`src/rtl/ex_mem_reg_pkg.sv`:
```
// Shared encodings for the execute-to-memory pipeline register:
// the bubble instruction word, writeback source codes and FSM states.
package ex_mem_reg_pkg;

  localparam logic [15:0] NOP_INSTR_ENC = 16'h0800;

  // Writeback source select; code 7 is illegal and raises the sticky error.
  typedef enum logic [2:0] {
    WSRC_ALU     = 3'd0,
    WSRC_SET     = 3'd1,
    WSRC_MEM     = 3'd2,
    WSRC_PC      = 3'd3,
    WSRC_REG1    = 3'd4,
    WSRC_REG2    = 3'd5,
    WSRC_IMM     = 3'd6,
    WSRC_ILLEGAL = 3'd7
  } wb_src_e;

  typedef enum logic [1:0] {
    ST_RUN   = 2'd0,
    ST_DRAIN = 2'd1,
    ST_DONE  = 2'd2
  } state_e;

endpackage

```
`src/rtl/pipe_field_reg.sv`:
```
// Parameterised pipeline field register: async active-low reset to RST_VAL,
// holds when en is low, otherwise loads either d or the bubble value.
module pipe_field_reg #(
  parameter int              WIDTH   = 16,
  parameter logic [WIDTH-1:0] RST_VAL = '0
) (
  input  logic             clk,
  input  logic             rst_n,
  input  logic             en,
  input  logic             bubble,
  input  logic [WIDTH-1:0] d,
  input  logic [WIDTH-1:0] bubble_val,
  output logic [WIDTH-1:0] q
);

  logic [WIDTH-1:0] field_q;
  logic [WIDTH-1:0] field_d;

  // Next value: hold, bubble or fresh load.
  always_comb begin
    field_d = field_q;
    if (en) begin
      field_d = bubble ? bubble_val : d;
    end
  end

  // Field storage.
  always_ff @(posedge clk or negedge rst_n) begin
    if (!rst_n) begin
      field_q <= RST_VAL;
    end else begin
      field_q <= field_d;
    end
  end

  assign q = field_q;

endmodule

```
`src/rtl/ex_mem_reg.sv`:
```
// Execute-to-memory pipeline register with stall, flush, sticky error and
// halt drain sequencing.
// Optional bubble counter output enabled by defining EX_MEM_BUBBLE_CNT_EN.
//
// state | meaning
// RUN   | normal operation, entries pass through
// DRAIN | halt latched, bubbles inserted while MEM/WB retire
// DONE  | drain complete, haltDone high, bubbles held until reset
module ex_mem_reg
  import ex_mem_reg_pkg::*;
#(
  parameter int          DRAIN_CYCLES = 2,
  parameter logic [15:0] NOP_INSTR    = NOP_INSTR_ENC
) (
  input  logic        clk,
  input  logic        rst,
  input  logic        validIn,
  input  logic        stall,
  input  logic        flush,
  input  logic [15:0] aluIn,
  input  logic [15:0] setValIn,
  input  logic [15:0] reg1In,
  input  logic [15:0] reg2In,
  input  logic [15:0] nextPcIn,
  input  logic [15:0] instrIn,
  input  logic        memEnIn,
  input  logic        memWrtIn,
  input  logic        regWrtIn,
  input  logic        haltIn,
  input  logic [2:0]  regWrtSrcIn,
  input  logic [2:0]  writeRegIn,
  output logic [15:0] aluOut,
  output logic [15:0] setVal,
  output logic [15:0] reg1Data,
  output logic [15:0] reg2Data,
  output logic [15:0] nextPc,
  output logic [15:0] instr,
  output logic        memEn,
  output logic        memWrt,
  output logic        regWrt,
  output logic        halt,
  output logic [2:0]  regWrtSrc,
  output logic [2:0]  writeReg,
  output logic        validOut,
  output logic        err,
  output logic        haltDone
`ifdef EX_MEM_BUBBLE_CNT_EN
  ,
  output logic [15:0] bubbleCnt
`endif
);

  localparam int              CNT_W    = $clog2(DRAIN_CYCLES) + 1;
  localparam logic [CNT_W-1:0] CNT_LAST = CNT_W'(DRAIN_CYCLES - 1);

  state_e           state_q, state_d;
  logic [CNT_W-1:0] cnt_q, cnt_d;
  logic             halt_done_q, halt_done_d;
  logic             err_q, err_d;

  logic load_en;
  logic field_en;
  logic bubble_sel;

  logic [79:0] data_in, data_q;
  logic [10:0] ctrl_in, ctrl_q;

  // Flush overrides stall; once DONE the fields are frozen on a bubble.
  always_comb begin
    load_en    = flush || !stall;
    field_en   = load_en && (state_q != ST_DONE);
    bubble_sel = flush || (state_q != ST_RUN);
  end

  assign data_in = {aluIn, setValIn, reg1In, reg2In, nextPcIn};
  assign ctrl_in = {memEnIn & validIn, memWrtIn & validIn, regWrtIn & validIn,
                    haltIn & validIn, regWrtSrcIn, writeRegIn, validIn};

  pipe_field_reg #(.WIDTH(80), .RST_VAL('0)) u_data_reg (
    .clk       (clk),
    .rst_n     (rst),
    .en        (field_en),
    .bubble    (bubble_sel),
    .d         (data_in),
    .bubble_val('0),
    .q         (data_q)
  );

  pipe_field_reg #(.WIDTH(16), .RST_VAL(NOP_INSTR)) u_instr_reg (
    .clk       (clk),
    .rst_n     (rst),
    .en        (field_en),
    .bubble    (bubble_sel),
    .d         (instrIn),
    .bubble_val(NOP_INSTR),
    .q         (instr)
  );

  pipe_field_reg #(.WIDTH(11), .RST_VAL('0)) u_ctrl_reg (
    .clk       (clk),
    .rst_n     (rst),
    .en        (field_en),
    .bubble    (bubble_sel),
    .d         (ctrl_in),
    .bubble_val('0),
    .q         (ctrl_q)
  );

  assign {aluOut, setVal, reg1Data, reg2Data, nextPc} = data_q;
  assign {memEn, memWrt, regWrt, halt, regWrtSrc, writeReg, validOut} = ctrl_q;

  // Halt sequencing and sticky error next-state.
  always_comb begin
    state_d     = state_q;
    cnt_d       = cnt_q;
    halt_done_d = halt_done_q;
    err_d       = err_q;
    if (field_en && !bubble_sel && validIn && (regWrtSrcIn == WSRC_ILLEGAL)) begin
      err_d = 1'b1;
    end
    case (state_q)
      ST_RUN: begin
        if (load_en && !flush && validIn && haltIn) begin
          state_d = ST_DRAIN;
          cnt_d   = '0;
        end
      end
      ST_DRAIN: begin
        if (load_en) begin
          cnt_d = cnt_q + CNT_W'(1);
          if (cnt_q == CNT_LAST) begin
            state_d     = ST_DONE;
            halt_done_d = 1'b1;
          end
        end
      end
      ST_DONE: begin
        halt_done_d = 1'b1;
      end
      default: begin
        state_d = ST_RUN;
      end
    endcase
  end

  // FSM, drain counter and registered status outputs.
  always_ff @(posedge clk or negedge rst) begin
    if (!rst) begin
      state_q     <= ST_RUN;
      cnt_q       <= '0;
      halt_done_q <= 1'b0;
      err_q       <= 1'b0;
    end else begin
      state_q     <= state_d;
      cnt_q       <= cnt_d;
      halt_done_q <= halt_done_d;
      err_q       <= err_d;
    end
  end

  assign err      = err_q;
  assign haltDone = halt_done_q;

`ifdef EX_MEM_BUBBLE_CNT_EN
  logic [15:0] bubble_cnt_q, bubble_cnt_d;

  // Count edges that load a bubble, saturating at all-ones.
  always_comb begin
    bubble_cnt_d = bubble_cnt_q;
    if (field_en && (bubble_sel || !validIn) && (bubble_cnt_q != 16'hFFFF)) begin
      bubble_cnt_d = bubble_cnt_q + 16'd1;
    end
  end

  // Bubble counter storage.
  always_ff @(posedge clk or negedge rst) begin
    if (!rst) begin
      bubble_cnt_q <= '0;
    end else begin
      bubble_cnt_q <= bubble_cnt_d;
    end
  end

  assign bubbleCnt = bubble_cnt_q;
`endif

endmodule

```
`config.mk`:
```
export PLATFORM = sky130hd
export DESIGN_NAME = ex_mem_reg
export DESIGN_NICKNAME = d
export VERILOG_FILES = /design/src/rtl/ex_mem_reg_pkg.sv /design/src/rtl/pipe_field_reg.sv /design/src/rtl/ex_mem_reg.sv
export SDC_FILE = /design/constraint.sdc
export NUM_CORES = 1
export LEC_CHECK = 0
export ABC_CLOCK_PERIOD_IN_PS = 1400
export CORE_UTILIZATION = 35
export DETAILED_ROUTE_END_ITERATION = 10
export PLACE_DENSITY = 0.83
export RECOVER_POWER = 25
export SYNTH_ARGS = -nofsm -noshare
export SYNTH_HDL_FRONTEND = slang
export SYNTH_SLANG_ARGS = --single-unit
```
`constraint.sdc`:
```
create_clock -name clk -period 1.4 [get_ports clk]
set_input_delay 0.21 -clock clk [delete_from_list [all_inputs] [get_ports clk]]
set_output_delay 0.21 -clock clk [all_outputs]
set_load 0.05 [all_outputs]
```
After elaboration in Yosys (flattened, before gate mapping) --
Cells that the tools add are included.
Storage, ports and cells: flip-flop bits (word level) 113, bits of input ports 111, output and inout bits 109, word-level logic and storage cells 53
Cells by class: add/sub/neg operators 1, eq/ne operators 8, multiplexer cells 13, bitwise logic cells 5, reductions and logical operators 19
Operators with widths (number):
- two-way mux 80 bit | 1
- two-way mux 16 bit | 1
- two-way mux 11 bit | 1
- two-way mux 2 bit | 5
- inequality test 2 bit (second input constant) | 4
- logical AND 1 bit | 7
- one-hot mux 2 bit (3 select lines) | 1
- AND reduction 3 bit | 2
- nonzero test 2 bit | 3
- bitwise AND 1 bit | 4
- == test 2 x 1 -> 1 bit (second input constant) | 2
- one-hot mux 2 bit (2 select lines) | 1
- AND reduction 4 bit | 1
- == test 3 bit (second input constant) | 1
- zero test 1 bit | 3
- adder 2 x 1 -> 2 bit (second input constant) | 1
- == test 2 bit (second input constant) | 1
- zero test 2 bit | 1
- logical OR 1 bit | 2
- two-way mux 1 bit | 2
- one-hot mux 1 bit (2 select lines) | 1
- inverter 1 bit | 1

Longest topological paths before layout --
Gate-level depths: netlist (run 1).
depth after elaboration 7, depth in mapped cells 5, depth with buffers taken out 5

Modules after synthesis --
From an unflattened synthesis (run 1), not the netlist that was laid out.
Second synthesis, totals: cells, all modules 498, area total of the unflattened synthesis 5320.1 µm²
By module, submodules not included:
- pipe_field_reg (u_data_reg) | instances 1, cells an instance 347, area each 3722.3 µm²
- pipe_field_reg (u_instr_reg) | instances 1, cells an instance 69, area each 747.0 µm²
- pipe_field_reg (u_ctrl_reg) | instances 1, cells an instance 47, area each 501.7 µm²
- ex_mem_reg | instances 1, cells an instance 35, area each 349.1 µm²

Least setup slack after synthesis (run 1) --
No wires, ideal clock.
path type reg2reg, start point register state_q[1], end point register u_ctrl_reg.field_q[1] (netlist: u_ctrl_reg.q[1]), library setup time 0.067 ns, data arrival time 1.219 ns, data required time 1.333 ns, slack 0.114 ns, stages on the path, launching flop included 5, buffers on the path 2, cells stage by stage dfrtp_1 > nor4_4 > buf_2 > buf_4 > a22o_1
On the way: cells in the longest elaborated chain, start to end 3, elaborated cells between the ends (all ways) 5
RTL lines:
- from (decl) | RTL line ex_mem_reg.sv:56 | state_e state_q, state_d;
- from (signal assigned) | RTL line ex_mem_reg.sv:154 | state_q <= state_d;
- nonzero test 2 bit | RTL line ex_mem_reg.sv:72 | bubble_sel = flush || (state_q != ST_RUN);
- logical OR 1 bit | RTL line ex_mem_reg.sv:72
- two-way mux 11 bit | RTL line pipe_field_reg.sv:23 | field_d = bubble ? bubble_val : d;
- to (signal assigned) | RTL line pipe_field_reg.sv:32 | field_q <= field_d;
- to (decl) | RTL line pipe_field_reg.sv:16 | logic [WIDTH-1:0] field_q;
Several ways; a longest one is shown, not always the timed one. A chain may end at the register's enable or synchronous reset.

Worst setup path in the final report (run 1) --
start point register state_q[1], end point register u_data_reg.field_q[14] (netlist: u_data_reg.q[14])
On the way: cells in the longest elaborated chain, start to end 3, elaborated cells between the ends (all ways) 5
RTL lines (RTL line):
- nonzero test 2 bit | ex_mem_reg.sv:72
- logical OR 1 bit | ex_mem_reg.sv:72
- two-way mux 80 bit | pipe_field_reg.sv:23
- to (signal assigned) | pipe_field_reg.sv:32
- to (decl) | pipe_field_reg.sv:16
Several ways; a longest one is shown, not always the timed one.

==> run_results.csv, run 1 <==
group,metric,value,unit
run_status,outcome,"finished with violations",
run_status,violations,"negative setup slack",
cts,cts_tree,"built",
power,ir_worst_vdd,1.54,mV
yosys,yosys_warnings,0,
placed_design,place_congestion,0.791,
power,power.density,2210,nW/µm²
yosys,synth_nets,379,
timing,period_share,1.02,
global_routing,grt_pass1_vias,3694,
setup_path,critPathLaunchType,"flip-flop",
timing,relSlewSlack,0.522,
yosys,synth_seq_cells,113,
placed_design,portBuffers,219,
yosys,synth.most_common_cell,"dfrtp_1",
die,io_pins,220,
cts,clk_latency,0.41,ns
yosys,yosys.area.top_type,"dfrtp_1",
yosys,seq_area_frac_synth,0.691,
die,die_x,110,µm
layout,finalNetCount,626,
yosys,synth.avg_cell_area,15.3,µm²
yosys,synthesis.area,4090,µm²
global_routing,grt_max_degree,55,
drt,drt-initial-drc-count,209,
placed_design,dp_hpwl,9490,µm
global_routing,track_usage,0.227,
layout,instances_no_fill,670,
layout,seqCellArea,2830,µm²
global_routing,grt_remaining_overflow,0,
setup_path,crit_chain,"nor4_4, buf_6, buf_6, buf_6, a22o_1",
setup_path,path_max_fanout,6,
yosys,syn_inst,267,
setup_path,crit_slowest_cell,"dfrtp_2",
yosys,synth_commonest_cells,"112 x dfrtp_1, 105 x a22o_1, 9 x buf_4",
setup_path,critical_path_class,"reg2reg",
setup_path,crit_path_end_kind,"flip-flop",
cts,numCtsBuffers,17,
timing,grt_setup_unrepaired,"yes",
setup_path,critical-path-max-stage-delay,0.43,ns
cts,clkTransAtPathRegs,0.05,ns
die,dieHeight,110,µm
timing,layout_min_cycle_time,1.43,ns
placed_design,dp.cells,625,
yosys,async_flop_share,1.00,
die,core,11400,µm²
drt,dr.pass1.iters,4,
global_routing,antenna_found_initial,0,
timing,hold_viol,0,
timing,worst_pin_slew,0.717,ns
setup_path,cp_data_arrival_time,1.76,ns
cts,cts-htree-levels,4,
setup_path,required,1.74,ns
layout,multi_input_comb_area,1110,µm²
layout,antenna_cells,0,
timing,timing.fmax,701,MHz
layout,area.growth.synth_to_final,106,%
timing,setup_viol,13,
power,leakagePower,3.83,nW
layout,fill_cells,724,
job,cap_violations,0,
timing,fin_tns_setup,-0.119,ns
timing,worst_slack,-0.0261,ns
cts,cts_sinks,113,
layout,final_core_util,0.738,
yosys,synth_top_area_frac,0.685,
cts,clk_path_buf_depth,2,
timing,slew_violations,0,
drt,routedWlPerCell,21.3,µm
yosys,synth_edf_count,0,
setup_path,path_common_cell,"buf_6",
yosys,synth.distinct_cells,26,
layout,drive_above_1_share,0.326,
global_routing,grt_pass1_wl,20000,µm
timing,final.setup_skew,0.0105,ns
drt,postRouteAntennaNets,0,
drt,viasPerCell,5.25,
drt,wl,14300,µm
die,initial_utilization,0.358,
die,dieArea,12100,µm²
drt,routed-via-count,3515,
hold_path,hold_class,"in2reg",
die,num_rows,39,
yosys,ys.flop_type,"dfrtp_1",
cts,cts_root_buf,"clkbuf_16",
drt,drc,0,
yosys,synth_area_leaders,"dfrtp_1 69%, a22o_1 22%, buf_4 1.7%",
-- per-layer routing --
metal / track usage / share of wire / up-vias
li1: - / - / 1528
met1: 0.255 / 0.38 / 1788
met2: 0.386 / 0.52 / 167
met3: 0.0752 / 0.065 / 32
met4: 0.111 / 0.033 / 0
met5: 0 / 0 / -
-- registers in the layout, summed over array words and instances, names as in the netlist --
name and flops:
u_instr_reg.q 16, err 1, cnt_q 2, u_ctrl_reg.q 11
u_data_reg.q 80, state_q 2, haltDone 1
-- worst max-delay path: cells and delay by family (launching register included) --
family	cells	cell delay [ns]
DFF	1	0.43
buffers and inverters	3	0.42
and+or+nand+nor	1	0.36
AOI/OAI and AO/OA	1	0.14
-- cell type report --
cell class | count | share of cell area
clock buffer | 27 | 0.0597
inverter | 4 | 0.00178
tap | 143 | 0.0212
timing repair buffer | 251 | 0.441
sequential | 113 | 0.336
clock inverter | 5 | 0.00891
multi-input combinational | 127 | 0.131
-- stage by stage --
| stage | setup WS [ns] | power (W) | instance area (µm²) | hold WS [ns] |
|---|---|---|---|---|
| 3_5_place_dp | -0.292 | 0.0140 | 7610 | 0.155 |
| 2_1_floorplan | 0.114 | 0.00903 | 4090 | -0.0856 |
| 4_1_cts | -0.0436 | 0.0183 | 8260 | 0.274 |
| 5_1_grt | -0.0619 | 0.0193 | 8430 | 0.363 |
| 3_3_place_gp | -0.212 | 0.0137 | 7610 | 0.140 |
| 6_report | -0.0261 | 0.0187 | 8430 | 0.362 |
-- power by group --
part / total [W] / switching [W] / leakage [nW] / internal [W]
sequential: 0.00520 / 0.00104 / 1.50 / 0.00416
combinational: 0.00927 / 0.00466 / 2.05 / 0.00462
clock: 0.00419 / 0.00139 / 0.285 / 0.00280
total: 0.0187 / 0.00709 / 3.83 / 0.0116
-- layout by cell type, fill, tap and decap left out, types with 2 or more instances in the layout --
cell type / n
a21oi_1: 3
a22o_1: 105
buf_12: 112
buf_16: 2
buf_4: 10
buf_6: 10
buf_8: 2
bufinv_16: 2
clkbuf_1: 6
clkbuf_16: 21
clkbuf_8: 4
clkdlybuf4s50_1: 109
clkinv_2: 3
dfrtp_1: 111
inv_1: 4
nand3b_1: 2
or3_1: 2
-- cells by family (layout without fill, tap and decap cells) --
logic type / Yosys count / after routing / share of synthesized area
flip-flops: 113 / 113 / 0.691
buffers and inverters: 27 / 287 / 0.0428
multiplexers: 1 / 1 / 0.00245
AO/OA/AOI/OAI: 113 / 113 / 0.237
adder cells (fa/ha/maj): 1 / 1 / 0.00306
AND/OR/NAND/NOR: 12 / 12 / 0.0229
-- path summary, 6_finish.rpt --
kind                                  start           endpoint  slack [ns]  cells after the start
min in group asynchronous               rst   u_data_reg.q[61]        0.39                      2
worst max-delay path             state_q[1]   u_data_reg.q[14]       -0.03                      5
worst min register to register     cnt_q[0]           cnt_q[0]        0.53                      1
max in group asynchronous               rst   u_data_reg.q[16]        0.18                      3
worst min-delay path            instrIn[11]  u_instr_reg.q[11]        0.36                      3
worst max register to register   state_q[1]   u_data_reg.q[14]       -0.03                      5
-- what timing repair did --
action | CTS | global route
endpoints found under the hold margin | 24 | 0
hold buffers | 1 | 0
gates cloned | 1 | 6
setup buffers | 2 | 3
resized for setup | 4 | 11
setup endpoints to repair | 54 | 73
pin swaps | 1 | 16
Power figures use the tool's default switching activity.
==> run 2: changes to the inputs <==
- CORE_UTILIZATION: 35 -> 30
- PLACE_DENSITY: 0.83 -> 0.74
- SLEW_MARGIN: not set -> 0
==> run 2 against run 1 <==
  * The run still ends with negative setup slack left
  * Critical path depth fell by 1
  * Sequential power barely moved
  * Clock skew fell by 0.0024 ns
  * Global-route usage fell by 3.0 points
  * Final cell count rose by 3.9%
  * Maximum frequency rose by 0.76%
  * Die area rose by 16%
  * Sequential share of layout area rose by 0.31 points
  * Largest cell class unchanged
==> run_results.csv, run 2 (synthesis results as in run 1) <==
group,metric,value,unit
layout,area.growth.synth_to_final,104,%
setup_path,cp_data_arrival_time,1.74,ns
global_routing,antenna_found_initial,0,
hold_path,hold_class,"in2async",
cts,cts_sinks,113,
cts,cts_tree,"built",
setup_path,regToRegStartpoint,"state_q[1]",
timing,timing.hold.ws,0.310,ns
global_routing,grt_max_degree,59,
layout,seqCellArea,2830,µm²
setup_path,r2r_end,"u_data_reg.q[49]",
drt,wl,13400,µm
job,cap_violations,0,
timing,grt_setup_unrepaired,"yes",
die,die_x,119,µm
placed_design,portBuffers,219,
setup_path,crit_path_end_kind,"flip-flop",
power,ir_worst_vdd,1.31,mV
layout,design_area,8350,µm²
layout,multi_input_comb_area,1090,µm²
placed_design,dp_hpwl,9420,µm
power,power.density,2200,nW/µm²
setup_path,reg2reg_slack,-0.02,ns
cts,clk_path_buf_depth,2,
timing,hold_viol,0,
placed_design,dpl_cell_area,7660,µm²
setup_path,crit_cells,4,
global_routing,grt_pass1_wl,20900,µm
die,core,13300,µm²
setup_path,path_max_fanout,17,
layout,drive_above_1_share,0.323,
die,dieHeight,119,µm
setup_path,path_buf_inv,2,
global_routing,track_usage,0.196,
timing,worst_pin_slew,0.500,ns
cts,cts_root_buf,"clkbuf_16",
placed_design,place_congestion,0.802,
timing,slew_violations,0,
layout,antenna_cells,0,
placed_design,dpl_worst_slack,-0.264,ns
die,io_pins,220,
setup_path,critical_path_class,"reg2reg",
setup_path,crit_slowest_cell,"dfrtp_1",
setup_path,rr_worst_depth,4,
cts,clkTransAtPathRegs,0.06,ns
layout,final_core_util,0.628,
drt,dr.pass1.iters,4,
layout,largest_reg_flops,80,
power,leakagePower,3.78,nW
run_status,violations,"negative setup slack",
layout,finalNetCount,619,
setup_path,critPathLaunchType,"flip-flop",
drt,postRouteAntennaNets,0,
setup_path,crit_chain,"nor4_4, buf_6, buf_12, a22o_1",
run_status,outcome,"finished with violations",
timing,worst_slack,-0.0154,ns
timing,relSlewSlack,0.667,
cts,clk_latency,0.41,ns
timing,fin_tns_setup,-0.0418,ns
die,num_rows,42,
timing,final.setup_skew,0.00810,ns
die,initial_utilization,0.308,
cts,numCtsBuffers,17,
drt,drc,0,
setup_path,critical-path-max-stage-delay,0.41,ns
timing,period_share,1.01,
layout,fill_cells,959,
cts,cts-htree-levels,4,
setup_path,required,1.73,ns
timing,timing.fmax,707,MHz
layout,layout_common_cells,"114 x buf_12, 112 x dfrtp_1, 109 x clkdlybuf4s50_1",
drt,routed-via-count,3400,
global_routing,grt_remaining_overflow,0,
timing,setup_viol,9,
global_routing,grt_pass1_vias,3775,
die,dieArea,14100,µm²
timing,layout_min_cycle_time,1.42,ns
setup_path,critical-path-top-delay-family,"flip-flops",
drt,routedWlPerCell,19.2,µm
drt,drt-initial-drc-count,149,
layout,final_common_cell,"buf_12",
drt,viasPerCell,4.89,
run 2: cell types whose count changed in the layout (fill, tap and decap cells not counted), moves of 2 or more:
cell / change
buf_6: -4
clkbuf_1: -4
clkbuf_16: -3
clkinv_2: +3
buf_12: +2
buf_8: -2
clkinvlp_4: +2
run 2: layout make-up:
cell class,count,share of cell area
Clock buffer,21,0.0563
Clock inverter,11,0.0162
Inverter,4,0.00180
Multi-Input combinational cell,127,0.131
Sequential cell,113,0.339
Tap cell,176,0.0264
Timing Repair Buffer,244,0.430
run 2: worst max path at each step:
stage | startpoint | endpoint | slack [ns]
after floorplan | state_q[1] | u_ctrl_reg.q[1] | 0.11
final | state_q[1] | u_data_reg.q[49] | -0.02
after CTS | state_q[1] | u_data_reg.q[60] | -0.04
after detailed placement | flush | u_data_reg.q[49] | -0.26
after global placement | flush | u_data_reg.q[54] | -0.24
after global routing | state_q[1] | u_data_reg.q[30] | -0.07
run 2: per-stage QoR:
step           instances  power, W
5_1_grt              696    0.0190
4_1_cts              694    0.0185
6_report             696    0.0184
2_1_floorplan        267   0.00903
3_5_place_dp         659    0.0140
3_3_place_gp         659    0.0138
run 2: metal layers:
| metal | track usage | share of wire |
|---|---|---|
| met3 | 0.0806 | 0.083 |
| met2 | 0.323 | 0.51 |
| met1 | 0.223 | 0.38 |
| met4 | 0.0870 | 0.019 |
| met5 | 0 | 0 |
run 2: where the power goes:
part | switching, W | total [W] | internal (W)
Clock | 0.00145 | 0.00437 | 0.00292
Sequential | 0.00102 | 0.00517 | 0.00415
Combinational | 0.00448 | 0.00884 | 0.00435
run 2: worst reg2reg max path, cell delays in order (launching register included):
cell and delay [ns]:
dfrtp_1 0.41, nor4_4 0.36, buf_6 0.21, buf_12 0.16, a22o_1 0.19
run 2: repair_timing:
| action | in CTS | in global routing |
|---|---|---|
| hold endpoints to repair | 62 | 0 |
| pin swaps | 19 | 2 |
| hold buffers | 1 | 0 |
| endpoints found under the setup margin | 68 | 88 |
| gates cloned | 1 | 1 |
| resized for setup | 4 | 4 |
| setup buffers | 1 | 1 |
